--- src/rtl/toggle_request_round_robin_arbiter.sv ---
// Round-robin arbiter for clients using two-phase (toggle) request encoding.
// A client is pending while its request toggle differs from its acknowledge
// toggle. Grants go out on a registered valid/ready port, and each accepted
// grant flips that client's acknowledge bit.
// Optional feature: define TOGGLE_REQUEST_ROUND_ROBIN_ARBITER_BACK_TO_BACK_EN
// to re-arbitrate at the accepting edge (one grant per cycle sustained)
// instead of inserting an idle bubble after every acceptance.
module toggle_request_round_robin_arbiter #(
    parameter  int REQUESTERS  = 4,
    localparam int INDEX_WIDTH = $clog2(REQUESTERS)
) (
    input  logic                   clock,
    input  logic                   resetn,
    input  logic [REQUESTERS-1:0]  request_toggle,
    output logic [REQUESTERS-1:0]  acknowledge_toggle,
    output logic                   grant_valid,
    output logic [INDEX_WIDTH-1:0] grant_index,
    output logic [REQUESTERS-1:0]  grant_onehot,
    input  logic                   grant_ready
);

    typedef enum logic {IDLE, GRANT} state_t;

    state_t                 state_q;
    logic [REQUESTERS-1:0]  ack_q;
    logic [REQUESTERS-1:0]  onehot_q;
    logic                   valid_q;
    logic [INDEX_WIDTH-1:0] idx_q;
    logic [INDEX_WIDTH-1:0] ptr_q;

    logic [REQUESTERS-1:0]  pending;
    logic [INDEX_WIDTH:0]   sel_idle_d;
    logic [INDEX_WIDTH-1:0] ptr_d;

    // First pending index at or above ptr, wrapping; MSB of result = found.
    function automatic logic [INDEX_WIDTH:0] rr_pick(
        input logic [REQUESTERS-1:0]  pend,
        input logic [INDEX_WIDTH-1:0] ptr
    );
        logic [INDEX_WIDTH:0] res;
        int                   j;
        res = '0;
        // Scan from the farthest offset down so the nearest pending one wins.
        for (int k = REQUESTERS - 1; k >= 0; k--) begin
            j = int'(ptr) + k;
            if (j >= REQUESTERS) j = j - REQUESTERS;
            if (pend[j]) res = {1'b1, INDEX_WIDTH'(j)};
        end
        return res;
    endfunction

    function automatic logic [REQUESTERS-1:0] to_onehot(input logic [INDEX_WIDTH-1:0] idx);
        return {{(REQUESTERS-1){1'b0}}, 1'b1} << idx;
    endfunction

    assign pending    = request_toggle ^ ack_q;
    assign sel_idle_d = rr_pick(pending, ptr_q);
    // Pointer moves just past the accepted client, wrapping to zero.
    assign ptr_d      = (idx_q == INDEX_WIDTH'(REQUESTERS - 1)) ? '0 : idx_q + 1'b1;

`ifdef TOGGLE_REQUEST_ROUND_ROBIN_ARBITER_BACK_TO_BACK_EN
    logic [INDEX_WIDTH:0] sel_b2b_d;
    // The accepted client's bit is still pending this cycle, so mask it out.
    assign sel_b2b_d = rr_pick(pending & ~onehot_q, ptr_d);
`endif

    // Arbitration FSM with registered grant outputs and acknowledge toggles.
    always_ff @(posedge clock or negedge resetn) begin
        if (!resetn) begin
            state_q  <= IDLE;
            ack_q    <= '0;
            onehot_q <= '0;
            valid_q  <= 1'b0;
            idx_q    <= '0;
            ptr_q    <= '0;
        end else begin
            case (state_q)
                IDLE: begin
                    if (sel_idle_d[INDEX_WIDTH]) begin
                        idx_q    <= sel_idle_d[INDEX_WIDTH-1:0];
                        onehot_q <= to_onehot(sel_idle_d[INDEX_WIDTH-1:0]);
                        valid_q  <= 1'b1;
                        state_q  <= GRANT;
                    end
                end
                GRANT: begin
                    if (grant_ready) begin
                        ack_q[idx_q] <= ~ack_q[idx_q];
                        ptr_q        <= ptr_d;
`ifdef TOGGLE_REQUEST_ROUND_ROBIN_ARBITER_BACK_TO_BACK_EN
                        if (sel_b2b_d[INDEX_WIDTH]) begin
                            idx_q    <= sel_b2b_d[INDEX_WIDTH-1:0];
                            onehot_q <= to_onehot(sel_b2b_d[INDEX_WIDTH-1:0]);
                        end else begin
                            valid_q  <= 1'b0;
                            onehot_q <= '0;
                            state_q  <= IDLE;
                        end
`else
                        valid_q  <= 1'b0;
                        onehot_q <= '0;
                        state_q  <= IDLE;
`endif
                    end
                end
                default: state_q <= IDLE;
            endcase
        end
    end

    assign acknowledge_toggle = ack_q;
    assign grant_valid        = valid_q;
    assign grant_index        = idx_q;
    assign grant_onehot       = onehot_q;

endmodule

--- config.mk ---
export PLATFORM = sky130hd
export DESIGN_NAME = toggle_request_round_robin_arbiter
export DESIGN_NICKNAME = d
export VERILOG_FILES = /design/src/rtl/toggle_request_round_robin_arbiter.sv
export SDC_FILE = /design/constraint.sdc
export NUM_CORES = 1
export LEC_CHECK = 0
export CORE_AREA = 3 3 56 45
export DETAILED_ROUTE_END_ITERATION = 10
export DIE_AREA = 0 0 59 48
export PLACE_DENSITY = 0.71
export REMOVE_ABC_BUFFERS = 1
export SYNTH_ARGS = -nofsm -noshare
export SYNTH_HDL_FRONTEND = slang
export SYNTH_SLANG_ARGS = --single-unit
--- constraint.sdc ---
create_clock -name clock -period 1.45 [get_ports clock]
set_input_delay 0.2175 -clock clock [delete_from_list [all_inputs] [get_ports clock]]
set_output_delay 0.2175 -clock clock [all_outputs]
set_load 0.02 [all_outputs]
# --- Word level (Yosys, flattened, before mapping) ---
# Cells that the tools add are included.
op_classes:
  add_sub_neg: 8
  multipliers: 0
  n_div: 0
  n_lt_le_gt_ge: 10
  eq_ne: 3
  shifts: 1
  n_mux: 35
  bitwise: 3
  reduce_logical: 4
op_table:
  columns: ["cell", "count"]
  rows:
  - ["32-bit by 4-bit less-than comparator with 1-bit output (second input constant)", 4]
  - ["32-bit two-way mux", 4]
  - ["1-bit two-way mux", 14]
  - ["3-bit two-way mux", 4]
  - ["3-bit by 3-bit subtractor with 4-bit output (second input constant)", 3]
  - ["1-bit binary-select mux with 2-bit select", 5]
  - ["3-bit greater-or-equal comparator (second input constant)", 3]
  - ["4-bit two-way mux", 2]
  - ["4-bit one-hot mux with 2 select lines", 1]
  - ["2-bit by 2-bit adder with 3-bit output (second input constant)", 2]
  - ["2-bit AND reduction", 3]
  - ["4-bit bitwise mux", 1]
  - ["2-bit != test (second input constant)", 2]
  - ["1-bit one-hot mux with 2 select lines", 2]
  - ["1-bit by 2-bit << shifter with 4-bit output (first input constant)", 1]
  - ["2-bit by 3-bit subtractor with 4-bit output (second input constant)", 1]
  - ["4-bit bitwise XOR", 1]
  - ["2-bit by 1-bit adder with 3-bit output (second input constant)", 1]
  - ["2-bit by 3-bit greater-or-equal comparator with 1-bit output (second input constant)", 1]
  - ["2-bit by 3-bit less-than comparator with 1-bit output (second input constant)", 1]
  - ["2-bit by 1-bit adder with 2-bit output (second input constant)", 1]
  - ["1-bit demux with 2-bit select", 1]
  - ["2-bit == test (second input constant)", 1]
  - ["2-bit by 1-bit greater-or-equal comparator with 1-bit output (second input constant)", 1]
  - ["3 further kinds", 4]
word_totals:
  ff_bits: 14
  latchBits: 0
  ramBits: 0
  romBits: 0
  output_inout_bits: 11
  elab_cells: 70
  memories: 0

# --- Depth between registers and ports, before layout ---
logic_depth:
  depth_word: 13
  mapped_depth: 5

# --- Least setup slack after synthesis ---
# Ideal clock, no wire load.
synth_timing:
  kind: "register to register"
  startpoint: "register ack_q[2], in the netlist acknowledge_toggle[2]"
  endpoint: "register onehot_q[1], in the netlist grant_onehot[1]"
  arrival_time_ns: 1.407
  required_ns: 1.305
  slack_ns: -0.102
  path_stages_with_launch: 4
  n_path_buf: 0
  period_less_slack_ns: 1.552
  cell_sequence: "dfrtp_1 -> xor2_2 -> o41ai_4 -> o21ai_0"
synth_between:
  elab_chain_len: 11
  elab_cells_between_ends: 22
  classes_between: "1 x eq/ne; 1 x shift; 18 x mux; 1 x bitwise; 1 x reduce/logical"
synth_lines:
  columns: ["element", "line_no", "text"]
  rows:
  - ["from (decl)", "25", "logic [REQUESTERS-1:0] ack_q;"]
  - ["from (signal, indexed assignment)", "88", "ack_q[idx_q] <= ~ack_q[idx_q];"]
  - ["4-bit bitwise XOR (*)", "56", "assign pending = request_toggle ^ ack_q;"]
  - ["1-bit binary-select mux with 2-bit select", "47", "if (pend[j]) res = {1'b1, INDEX_WIDTH'(j)};"]
  - ["1-bit two-way mux (implied by the code) (2 in series)", "47", null]
  - ["3-bit two-way mux (3 in series)", "47", null]
  - ["3-bit two-way mux (*)", "47", null]
  - ["1-bit by 2-bit << shifter with 4-bit output", "53", "return {{(REQUESTERS-1){1'b0}}, 1'b1} << idx;"]
  - ["4-bit two-way mux", "79", "if (sel_idle_d[INDEX_WIDTH]) begin"]
  - ["4-bit one-hot mux with 2 select lines", "77", "case (state_q)"]
  - ["to (signal assigned)", "81", "onehot_q <= to_onehot(sel_idle_d[INDEX_WIDTH-1:0]);"]
  - ["to (decl)", "26", "logic [REQUESTERS-1:0] onehot_q;"]
# Mark *: on every way between the ends. The rest lies on a longest branch, timed or not. The select of a mux whose other input is x is not followed.
# A chain may end at the register's enable or synchronous reset.

# --- Worst setup path after layout ---
layout_timing:
  startpoint: "register ack_q[0], in the netlist acknowledge_toggle[0]"
  endpoint: "register idx_q[1], in the netlist grant_index[1]"
layout_between:
  elab_chain_len: 9
  elab_cells_between_ends: 18
  classes_between: "16 x mux; 1 x bitwise; 1 x reduce/logical"
layout_lines:
  columns: ["element", "line_no", "text"]
  rows:
  - ["4-bit bitwise XOR (*)", "56", null]
  - ["1-bit binary-select mux with 2-bit select", "47", null]
  - ["1-bit two-way mux (implied by the code) (2 in series)", "47", null]
  - ["3-bit two-way mux (3 in series)", "47", null]
  - ["3-bit two-way mux (*)", "47", null]
  - ["2-bit AND reduction (no line)", null, null]
  - ["to (signal assigned)", "80", "idx_q <= sel_idle_d[INDEX_WIDTH-1:0];"]
  - ["to (decl)", "28", "logic [INDEX_WIDTH-1:0] idx_q;"]
# Marks and branches as above.

==> summary by stage <==
Timing
The headroom to the max-slew limit is 73.1%. Setup violations remaining at the end of the flow were counted as 3. Adding up every negative setup slack in the final design gives -27.9 ps. The shortest clock period the worst path allows after layout is 1460 ps. Setup repair after global routing could not meet its margin everywhere. The final count of pins violating max slew was 0. At the pin with the least slew margin, the transition time is 403 ps. Based on the critical path, the design can be clocked at up to 0.683 GHz. The final number of hold-violating endpoints is 0.

The minimum setup slack in the final design is -14.7 ps. The tightest hold margin is 222 ps. The clock skew is 6.13 ps. Dividing the final minimum period by the clock period gives 101%.

Clock tree
After clock tree synthesis, the clock-pin slew on the worst setup and hold paths is 100 ps. TritonCTS built the clock tree. In this run the number of H-tree levels came out at 1. The root buffer cell is sky130_fd_sc_hd__clkbuf_4. The clock insertion delay at the later pin of the skew report is roughly 290 ps.

The tree built by TritonCTS fans out to 14 sinks. No sink is reached through more buffers than the 2 on the longest clock path. TritonCTS created 3 clock buffers.

GRT
The largest net degree at the start of global routing is 15. For this run the aggregate overflow at the end of global routing stands at 0. The global routing usage summed across all routing layers is 17.9%. The first-pass GRT wire length is 3.65 mm. The number of global-route vias before repair is 783. The initial antenna violation count is 0.

Worst setup path
For the worst setup path, the data arrival time is 1650 ps. Among all stages on the critical path, the largest delay is contributed by sky130_fd_sc_hd__dfrtp_2. The setup path with the least slack is of type register to register.

The number of buffers and inverters on the critical path is 1. The largest fanout on the critical path is 5. STA classifies the critical path startpoint as a register. The required time at the endpoint of the critical path is 1630 ps. The dominant delay contributor by cell family on the critical path is flip-flops. The sort of element at the end of the critical path is a register. The largest single stage delay on the critical path is slightly below 500 ps. Traced cell by cell, the critical path runs through xor2_4 -> o41ai_4 -> buf_4 -> nand2_1 -> o31ai_1.

Floorplan
The horizontal die dimension is 59 um. The total I/O pin count is 18. The core outline area is ~2000 sq um.

The die covers 2830 sq um. The initialized floorplan defines 14 standard-cell rows. The initial standard-cell utilization of the core is 43.4%. From bottom edge to top edge, the die measures ~48 um.

Finish
The finished cells cover 1310 sq um. The post-route netlist has 29.7% of its cells at a drive strength greater than 1. Leaving out fill and tap cells, the most frequent cell in the layout is sky130_fd_sc_hd__buf_4.

The area growth from synthesis to layout is 51.7%. The total number of nets in the final design is 140. In the layout the commonest cells are 20 x sky130_fd_sc_hd__buf_4, 11 x sky130_fd_sc_hd__nand2_1, 11 x sky130_fd_sc_hd__dfrtp_1, 11 x sky130_fd_sc_hd__dlygate4sd2_1. The number of non-filler instances in the completed layout is 152.

Cells fill 65.8% of the core in the end. The multi-input gate area in the final layout is 566 sq um. The diode insertion count for antenna repair is 0. Across the whole layout, storage elements account for 354 sq um. The filler cells instantiated in the layout total 156.

Logic synthesis
After technology mapping, the gate count stands at 89. By area the synthesized netlist is led by sky130_fd_sc_hd__dfrtp_1 40%, sky130_fd_sc_hd__a31oi_1 5.8%, sky130_fd_sc_hd__ha_1 5.8%. The number of warnings printed during yosys synthesis is 0. The register bit total from synthesis is 14. After synthesis, the netlist uses 26 different library cells. The cell type contributing the most total cell area after synthesis is sky130_fd_sc_hd__dfrtp_1.

The post-synth design cell area is 866 sq um. After synthesis, flip-flops and latches occupy 40.5% of the total area. The top-area cell type share of the netlist area is roughly two fifths. The mean cell area of the mapped netlist is 9.73 sq um.

Placement
OpenSTA, run right after detailed placement, puts the worst setup slack at -363 ps. After detailed placement, the design holds a cell count of 148. Buffers placed on the I/O ports in this run total 17.

Summed over all nets, the half-perimeter wirelength after detailed placement is 1.66 mm. The cell area after placement is 1210 sq um. The congestion estimate from routability-driven global placement came to 0.881.

Power and ir drop
The leakage power total is 0.608 nW. The total power per unit cell area is 2260 nW/um^2. VDD sags by at most 1.35 mV. Overall power consumption after layout is estimated at 2.97 mW.

Flow run
Max-cap violations in this run came to 0.

Routing
The number of routed nets with antenna violations is 0. The sum of routed wire length over all layers is 2.32 mm. The remaining routing DRC violations is 0. The count of routing violations after the opening detailed-route iteration is 38.

Dividing the detail-routed wire length by the instance count gives 15.3 um. The total number of vias is 851. The first TritonRoute pass finished after 4 iterations. In the routed layout, each cell is associated on average with a via count of 5.60.

Status
The checks that failed: negative setup slack. The run finished, with violations left.

Worst hold path
The tightest min-delay check is of the input port to async pin type.
## logic make-up after synthesis
family | after synthesis | share of synthesized area (%)
multiplexers | 1 | 3.04
AND/OR/NAND/NOR | 21 | 9.97
buffers and inverters | 7 | 3.04
flip-flops | 14 | 40.5
XOR/XNOR | 8 | 10.7
adder cells (fa/ha/maj) | 4 | 5.78
AO/OA/AOI/OAI | 34 | 27.0
## worst paths after layout
| kind | from | end | slack [ps] | cells past startpoint |
|---|---|---|---|---|
| setup / recovery | acknowledge_toggle[0] | grant_index[1] | -10 | 5 |
| hold / removal | resetn | grant_onehot[2] | 220 | 2 |
| setup reg to reg | acknowledge_toggle[0] | grant_index[1] | -10 | 5 |
| hold reg to reg | grant_valid | grant_valid | 490 | 2 |
| max in group asynchronous | resetn | acknowledge_toggle[2] | 1040 | 2 |
| min in group clock | grant_valid | grant_valid | 490 | 2 |
## state kept, by name, indices dropped and copies added, names as in the netlist
register            flops
state_q                 1
grant_index             2
grant_valid             1
grant_onehot            4
ptr_q                   2
acknowledge_toggle      4
## power by group
group	switching, mW	total (mW)	internal (mW)
clock	0.146	0.299	0.153
sequential	0.274	0.843	0.569
combinational	0.975	1.83	0.852
## synthesized netlist by cell type
master / number
sky130_fd_sc_hd__a21boi_0: 1
sky130_fd_sc_hd__o31ai_1: 2
sky130_fd_sc_hd__a222oi_1: 1
sky130_fd_sc_hd__o221ai_1: 1
sky130_fd_sc_hd__clkbuf_1: 2
sky130_fd_sc_hd__a21oi_1: 8
sky130_fd_sc_hd__o211ai_1: 2
sky130_fd_sc_hd__xnor2_1: 4
sky130_fd_sc_hd__a31oi_1: 8
sky130_fd_sc_hd__a22o_1: 1
sky130_fd_sc_hd__nand2_1: 12
sky130_fd_sc_hd__ha_1: 4
sky130_fd_sc_hd__dfrtp_1: 14
sky130_fd_sc_hd__a21o_1: 1
sky130_fd_sc_hd__o22ai_1: 1
sky130_fd_sc_hd__o21ai_0: 6
sky130_fd_sc_hd__mux4_1: 1
sky130_fd_sc_hd__o41ai_4: 1
sky130_fd_sc_hd__xor2_2: 3
sky130_fd_sc_hd__nand3_1: 3
sky130_fd_sc_hd__or3_1: 1
sky130_fd_sc_hd__xor2_1: 1
sky130_fd_sc_hd__nor3_1: 1
sky130_fd_sc_hd__o21a_1: 1
sky130_fd_sc_hd__inv_1: 5
sky130_fd_sc_hd__nor2_1: 4
## metal layers
layer | part of all wire [%] | vias to the layer above | track usage (%)
met2 | 46 | 42 | 27.3
met4 | 1.1 | 0 | 6.33
met1 | 46 | 402 | 25.4
met3 | 6.3 | 5 | 3.50
met5 | 0 | - | 0
li1 | - | 402 | -
## area by class of cell
| type | count | area share, % |
|---|---|---|
| multi-input cells | 68 | 43.0 |
| flip-flops and latches | 14 | 27.0 |
| repair buffers | 37 | 23.5 |
| inverters | 5 | 1.43 |
| well taps | 24 | 2.29 |
| clock buffers | 4 | 2.76 |
## repair_timing
action | CTS | global route
cloned | 1 | 0
pin swaps | 4 | 3
hold buffers | 0 | 0
gates resized for setup | 25 | 7
buffers inserted | 0 | 1
endpoints found under the setup margin | 17 | 10
## worst register-to-register path: cells and delay by family (launching register included)
family | cells | cell delay [ps]
DFF | 1 | 490
AOI/OAI and AO/OA | 2 | 410
xor gates and xnor gates | 1 | 200
buffers and inverters | 1 | 200
and+or+nand+nor | 1 | 60
(Power assumes the default switching activity.)
